--- src/rtl/mantissa_multiplier_seq.sv ---
// Iterative mantissa multiplier: shift-add over BITS_PER_CYCLE multiplier bits
// per clock, then normalise and round (RNE or RTZ) in one cycle. Operands are
// normalised fractions with the hidden 1 implied; specials are handled upstream.
module mantissa_multiplier_seq #(
   parameter int BIT_WIDTH      = 23,
   parameter int BITS_PER_CYCLE = 1
) (
   input  logic                 clk,
   input  logic                 rst,
   input  logic                 in_valid,
   output logic                 in_ready,
   input  logic [BIT_WIDTH-1:0] in0,
   input  logic [BIT_WIDTH-1:0] in1,
   input  logic                 round_mode,
   output logic                 out_valid,
   input  logic                 out_ready,
   output logic [BIT_WIDTH-1:0] out,
   output logic                 carry,
   output logic                 inexact
);
   // state   | meaning
   // S_IDLE  | waiting for operands, in_ready high
   // S_MUL   | shift-add iterations, N cycles
   // S_ROUND | normalise and round the exact product
   // S_DONE  | result presented until out_ready

   localparam int W  = BIT_WIDTH;
   localparam int K  = BITS_PER_CYCLE;
   localparam int N  = (W + 1) / K;
   localparam int PW = 2 * W + 2;
   localparam int CW = (N > 1) ? $clog2(N) : 1;

   generate
      if (W < 3 || K < 1 || ((W + 1) % K) != 0) begin : g_bad_params
         $error("mantissa_multiplier_seq: BIT_WIDTH must be >= 3 and BITS_PER_CYCLE must divide BIT_WIDTH+1");
      end
   endgenerate

   typedef enum logic [1:0] {S_IDLE, S_MUL, S_ROUND, S_DONE} state_t;

   state_t          state_q, state_d;
   logic [W:0]      mcand_q, mcand_d;
   logic [W:0]      mplier_q, mplier_d;
   logic            mode_q, mode_d;
   logic [PW-1:0]   acc_q, acc_d;
   logic [CW-1:0]   cnt_q, cnt_d;
   logic [W-1:0]    out_q, out_d;
   logic            carry_q, carry_d;
   logic            inexact_q, inexact_d;
   logic            out_valid_q, out_valid_d;

   logic [W+K:0]    partial;
   logic [W+K:0]    sum_hi;
   logic [PW+K-1:0] acc_wide;
   logic [PW-1:0]   acc_step;

   logic            rnd_c, rnd_g, rnd_r, rnd_s, rnd_inc;
   logic [W-1:0]    rnd_m;
   logic [W:0]      rnd_m_inc;
   logic [W-1:0]    rnd_out;
   logic            rnd_carry;

   // Reset wins over acceptance, so in_ready is held low while rst is asserted.
   assign in_ready  = (state_q == S_IDLE) && !rst;
   assign out_valid = out_valid_q;
   assign out       = out_q;
   assign carry     = carry_q;
   assign inexact   = inexact_q;

   // One shift-add step: add slice*multiplicand into the upper half, shift right by K.
   always_comb begin
      partial  = (W+K+1)'(mplier_q[K-1:0]) * (W+K+1)'(mcand_q);
      sum_hi   = {{K{1'b0}}, acc_q[PW-1:W+1]} + partial;
      acc_wide = {sum_hi, acc_q[W:0]};
      acc_step = acc_wide[PW+K-1:K];
   end

   // Normalise the exact product, derive guard/round/sticky, apply the rounding mode.
   always_comb begin
      rnd_c     = acc_q[PW-1];
      rnd_m     = rnd_c ? acc_q[2*W:W+1] : acc_q[2*W-1:W];
      rnd_g     = rnd_c ? acc_q[W]       : acc_q[W-1];
      rnd_r     = rnd_c ? acc_q[W-1]     : acc_q[W-2];
      rnd_s     = rnd_c ? (|acc_q[W-2:0]) : (|acc_q[W-3:0]);
      rnd_inc   = !mode_q && rnd_g && (rnd_r || rnd_s || rnd_m[0]);
      rnd_m_inc = {1'b0, rnd_m} + (W+1)'(rnd_inc);
      if (rnd_m_inc[W]) begin
         rnd_out   = '0;
         rnd_carry = 1'b1;
      end else begin
         rnd_out   = rnd_m_inc[W-1:0];
         rnd_carry = rnd_c;
      end
   end

   // Next-state and datapath control.
   always_comb begin
      state_d     = state_q;
      mcand_d     = mcand_q;
      mplier_d    = mplier_q;
      mode_d      = mode_q;
      acc_d       = acc_q;
      cnt_d       = cnt_q;
      out_d       = out_q;
      carry_d     = carry_q;
      inexact_d   = inexact_q;
      out_valid_d = out_valid_q;
      case (state_q)
         S_IDLE: begin
            if (in_valid && in_ready) begin
               mcand_d  = {1'b1, in0};
               mplier_d = {1'b1, in1};
               mode_d   = round_mode;
               acc_d    = '0;
               cnt_d    = CW'(N - 1);
               state_d  = S_MUL;
            end
         end
         S_MUL: begin
            acc_d    = acc_step;
            mplier_d = mplier_q >> K;
            if (cnt_q == '0) state_d = S_ROUND;
            else             cnt_d   = cnt_q - 1'b1;
         end
         S_ROUND: begin
            out_d       = rnd_out;
            carry_d     = rnd_carry;
            inexact_d   = rnd_g || rnd_r || rnd_s;
            out_valid_d = 1'b1;
            state_d     = S_DONE;
         end
         S_DONE: begin
            if (out_ready) begin
               out_valid_d = 1'b0;
               state_d     = S_IDLE;
            end
         end
         default: state_d = S_IDLE;
      endcase
   end

   // Register bank with synchronous reset.
   always_ff @(posedge clk) begin
      if (rst) begin
         state_q     <= S_IDLE;
         mcand_q     <= '0;
         mplier_q    <= '0;
         mode_q      <= 1'b0;
         acc_q       <= '0;
         cnt_q       <= '0;
         out_q       <= '0;
         carry_q     <= 1'b0;
         inexact_q   <= 1'b0;
         out_valid_q <= 1'b0;
      end else begin
         state_q     <= state_d;
         mcand_q     <= mcand_d;
         mplier_q    <= mplier_d;
         mode_q      <= mode_d;
         acc_q       <= acc_d;
         cnt_q       <= cnt_d;
         out_q       <= out_d;
         carry_q     <= carry_d;
         inexact_q   <= inexact_d;
         out_valid_q <= out_valid_d;
      end
   end

endmodule

--- config.mk ---
export PLATFORM = sky130hd
export DESIGN_NAME = mantissa_multiplier_seq
export DESIGN_NICKNAME = d
export VERILOG_FILES = /design/src/rtl/mantissa_multiplier_seq.sv
export SDC_FILE = /design/constraint.sdc
export NUM_CORES = 1
export LEC_CHECK = 0
export ABC_AREA = 1
export CAP_MARGIN = 20
export CORE_ASPECT_RATIO = 1.25
export CORE_UTILIZATION = 35
export DETAILED_ROUTE_END_ITERATION = 10
export PLACE_DENSITY = 0.61
export SYNTH_ARGS = -nofsm -noshare
export SYNTH_HDL_FRONTEND = slang
export SYNTH_SLANG_ARGS = --single-unit
--- constraint.sdc ---
create_clock -name clk -period 3 [get_ports clk]
set_clock_uncertainty 0.15 [all_clocks]
set_input_delay 0.3 -clock clk [delete_from_list [all_inputs] [get_ports clk]]
set_output_delay 0.3 -clock clk [all_outputs]
set_load 0.02 [all_outputs]
# [Word level (Yosys, flattened, before mapping)]
# Index checks and enable logic that the tools add are counted.
[word_totals] wordCells=61 reg_bits=130 inputBits=51
[op_classes] multipliers=1 n_reduce_logical=21 n_eq_ne=7 mux=19 add_sub_neg=3
[op_table] operator="$pmux W48 S2" n=1
[op_table] operator="$mux W48" n=1
[op_table] operator="$pmux W24 S2" n=1
[op_table] operator="$mux W23" n=2
[op_table] operator="$add A24 B25 Y25" n=1
[op_table] operator="$mul A1 B24 Y25" n=1
[op_table] operator="$add A23 B1 Y24" n=1
[op_table] operator="$mux W24" n=1
[op_table] operator="$reduce_or A22 Y1" n=1
[op_table] operator="$reduce_or A21 Y1" n=1
[op_table] operator="$mux W5" n=2
[op_table] operator="$pmux W5 S2" n=1
[op_table] operator="$pmux W2 S4" n=1
[op_table] operator="$mux W2" n=3
[op_table] operator="$ne A2 B2 Y1 const B" n=3
[op_table] operator="$reduce_and A2 Y1" n=3
[op_table] operator="$reduce_and A3 Y1" n=2
[op_table] operator="$logic_not A5 Y1" n=1
[op_table] operator="$mux W1" n=5
[op_table] operator="$sub A5 B1 Y5 const B" n=1
[op_table] operator="$eq A2 B2 Y1 const B" n=2
[op_table] operator="$logic_and A1 B1 Y1" n=4
[op_table] operator="$logic_or A1 B1 Y1" n=4
[op_table] operator="$reduce_bool A2 Y1" n=2
[op_table] operator="other kinds (5)" n=6

# [Depth between registers and ports, before layout]
[logic_depth] word_depth=7 depth_mapped=16

# [Worst setup path after synthesis]
# No wires, ideal clock.
[synth_timing] kind="reg-to-reg" from="register mplier_q[0]" to="register acc_q[47]" path_slack_ps=577 path_buffers=2 setup_time_ps=70 t_required_ps=2780 path_stages_with_launch=17 t_arrival_ps=2203 cell_sequence="dfxtp_1 clkbuf_1 clkbuf_1 nand2_1 inv_1 ha_1 inv_1 fa_1 nor2_1 nor2_1 o21bai_1 nand2_1 nand2_1 nand2_1 nand2_1 nand2_1 a21oi_1"
[synth_via] elab_chain_len=3
[synth_lines] element="start: declaration" line="43" rtl="logic [W:0] mplier_q, mplier_d;"
[synth_lines] element="start signal: assignment" line="158" rtl="mplier_q <= mplier_d;"
[synth_lines] element="$mul A1 B24 Y25" line="72" rtl="partial = (W+K+1)'(mplier_q[K-1:0]) * (W+K+1)'(mcand_q);"
[synth_lines] element="$add A24 B25 Y25" line="73" rtl="sum_hi = {{K{1'b0}}, acc_q[PW-1:W+1]} + partial;"
[synth_lines] element="$pmux W48 S2" line="108" rtl="case (state_q)"
[synth_lines] element="end signal: assignment" line="149" rtl="acc_q <= '0;"
[synth_lines] element="end signal: assignment" line="160" rtl="acc_q <= acc_d;"
[synth_lines] element="end: declaration" line="45" rtl="logic [PW-1:0] acc_q, acc_d;"
# No other way between the ends.
# A chain may end at the register's enable or synchronous reset.

# [Worst setup path in the final report]
# Same ends and word-level chain as after synthesis.

==> flow_summary_export.csv <==
group,metric,value,unit
run_status,status,"complete, no violations",
yosys,avgSynthCellArea,6.366,sq um
timing,final-max-slew-violation-count,0,
yosys,synth_cell_type_count,41,
cts,clockBufferDepth,2,
routing,dr_wl_met2,9237,microns
yosys,synthSimpleGateAreaFrac,39.24,%
routing,vias,7774,
final_layout,diodes,0,
worst_setup_path,critPathMaxFanout,24,
cts,clk_latency,0.42,ns
cts,cts.sinks,130,
cts,clk_pin_slew,0.06,ns
worst_setup_path,worst_ep_arrival_time,2.72,ns
yosys,synthXorXnorAreaFrac,0.3281,%
routing,routed.top_layer,"met4",
cts,cts_tree,"yes",
grt,grt_pass1_wl,33950,microns
timing,fmax,394.6,MHz
timing,fin_crit,2.534,ns
placed_design,routabilityCongestion,0.9153,
timing,relSlewSlack,43.27,%
placed_design,dpl.hpwl,15160,microns
floorplan,die_w,137.3,microns
power_and_ir_drop,ir_worst_vdd,0.3975,mV
placed_design,port_buffers,77,
placed_design,placed_cells,1578,
floorplan,rows,61,
grt,antenna_found_initial,0,
cts,postCtsResizedCells,0,
grt,grt_max_degree,77,
worst_setup_path,setup.worst_path.class,"register to register",
yosys,synth_compound_area_share,13.00,%
routing,via_per_inst,4.829,
final_layout,drive_gt1_share,8.968,%
yosys,synthesis.nets,1342,
yosys,synth-seq-area-share,32.49,%
min_path,hold_path.class,"primary input to register",
routing,routedWlPerCell,12.49,microns
yosys,synthMuxAreaShare,0,%
routing,route.detailed.drc,0,
placed_design,placed_area,8967,sq um
floorplan,dieArea,23500,sq um
routing,drt_iter0_markers,516,
floorplan,top_level_ports,78,
final_layout,area_delta_synth_final,19.61,%
final_layout,design_area,9579,sq um
timing,fin_ws,0.4661,ns
worst_setup_path,end_kind,"register",
cts,holdBufCountCts,0,
floorplan,core,22360,sq um
cts,root_buffer,"clkbuf_16",
timing,finalSetupViolCount,0,
floorplan,initial_core_util,35.81,%
yosys,yosys_warnings,0,
timing,fin_crit_sh,84.46,%
timing,hold_violations,0,
cts,h-tree-depth,4,
worst_setup_path,cp-start-kind,"register",
run,max_cap_viol_count,0,
yosys,synth_top_family_by_area,"simple AND/OR/NAND/NOR gates",
routing,met3WireLength,573,microns
timing,tightest_slew,0.8510,ns
final_layout,fin_cells,1610,
floorplan,fp.dieH,171.1,microns
power_and_ir_drop,powerDensity,603.7,nW/um^2
cts,cts_setup_buffers,0,
power_and_ir_drop,total_power,5.783,mW
grt,grt_overflow_total,0,
routing,met1Wirelength,9937,microns
yosys,synth_area,8009,sq um
yosys,synthAdderAreaFrac,5.249,%
yosys,ys_seq_elements,130,
power_and_ir_drop,p_leak,4.254,nW
final_layout,utilization,42.84,%
final_layout,fin_nets,1398,
grt,grt_usage,18.11,%
grt,grt_pass1_vias,7163,
timing,timing.hold.ws,0.2736,ns
timing,grt_setup_unrepaired,"false",
cts,numCtsBuffers,17,
routing,detail_route.wirelength,20120,microns
routing,dr.pass1.iters,5,
yosys,syn_inst,1258,
routing,ant_nets,0,
timing,fin_setup_tns,0,ns
worst_setup_path,cp_data_required_time,3.19,ns
placed_design,place_ws,0.4712,ns
==> logic make-up after synthesis <==
| group | count (synthesis) |
|---|---|
| flip-flops | 130 |
| adder cells (fa/ha/maj) | 33 |
| AND/OR/NAND/NOR | 715 |
| AO/OA/AOI/OAI | 190 |
| XOR/XNOR | 3 |
| buffers and inverters | 187 |
==> worst max-delay path, stage by stage (launching register included) <==
cell and delay [ns]:
dfxtp_1 0.34, buf_4 0.25, nand2_1 0.08, inv_1 0.06, ha_1 0.15, inv_1 0.05
fa_1 0.37, nor2_1 0.11, nor2_1 0.07, o21bai_1 0.27, nand2_1 0.11, nand2_1 0.09
nand2_1 0.06, nand2_1 0.11, nand2_1 0.06, a21oi_1 0.12
==> power by group <==
group / leakage, nW / switching [mW] / internal (mW)
logic: 2.90 / 1.05 / 0.481
registers: 1.06 / 0.123 / 1.97
clock network: 0.294 / 0.835 / 1.32
==> final timing paths <==
check | slack (ns) | startpoint | to | cells past startpoint
max reg2reg | 0.47 | mplier_q[0] | acc_q[47] | 15
max | 0.47 | mplier_q[0] | acc_q[47] | 15
min reg2reg | 0.31 | mcand_q[23] | mcand_q[23] | 2
min | 0.27 | in0[19] | mcand_q[19] | 3
==> area by class of cell <==
cell class / count / area [sq um]
Fill cell: 2438 / 12780
Multi-Input combinational cell: 941 / 4631
Sequential cell: 130 / 2604
Timing Repair Buffer: 90 / 875.8
Inverter: 134 / 503.0
Clock buffer: 19 / 432.9
Tap cell: 283 / 354.1
Clock inverter: 13 / 178.9
==> layer usage <==
layer  global-route usage, %  vias to the layer above
met4                   5.781                        0
met2                   29.21                      148
met5                       0                        -
met3                   3.052                       26
li1                        -                     4145
met1                   24.35                     3455
==> sequential cells by signal, indices dropped and copies added, names as in the netlist <==
name       flops
carry          1
mode_q         1
state_q        2
mplier_q      24
acc_q         48
mcand_q       24
inexact        1
out           23
cnt_q          5
out_valid      1
==> cells in the mapped netlist (all sizes together) <==
cell,instances,area [sq um]
a211oi,1,7.510
a21oi,95,483.0
a22oi,1,7.510
a31oi,27,168.9
and2,3,18.77
buf,21,152.6
clkbuf,32,120.1
clkinv,5,18.77
dfxtp,130,2603
fa,1,20.02
ha,32,400.4
inv,129,484.2
nand2,488,1934
nand3,103,550.5
nand3b,7,52.55
nand4,15,93.84
nor2,81,386.6
nor3,5,25.02
nor4,2,12.51
o21ai,56,295.3
o21bai,7,56.30
o221ai,1,8.760
o22ai,1,6.260
o31ai,1,7.510
or2,11,68.82
xnor2,2,17.52
xor2,1,8.760
==> layout by cell type (no fill, tap or decap), drive strengths merged, types with 2 or more instances in the layout <==
cell type | synthesis | routed
nand2 | 488 | 488
inv | 129 | 132
dfxtp | 130 | 130
nand3 | 103 | 103
a21oi | 95 | 95
nor2 | 81 | 81
clkdlybuf4s50 | 0 | 76
o21ai | 56 | 56
ha | 32 | 32
a31oi | 27 | 27
clkbuf | 32 | 19
nand4 | 15 | 15
buf | 21 | 14
or2 | 11 | 11
clkinv | 5 | 11
nand3b | 7 | 7
o21bai | 7 | 7
nor3 | 5 | 5
and2 | 3 | 3
bufinv | 0 | 3
nor4 | 2 | 2
xnor2 | 2 | 2
No activity file was read; power rests on OpenSTA's default activity.
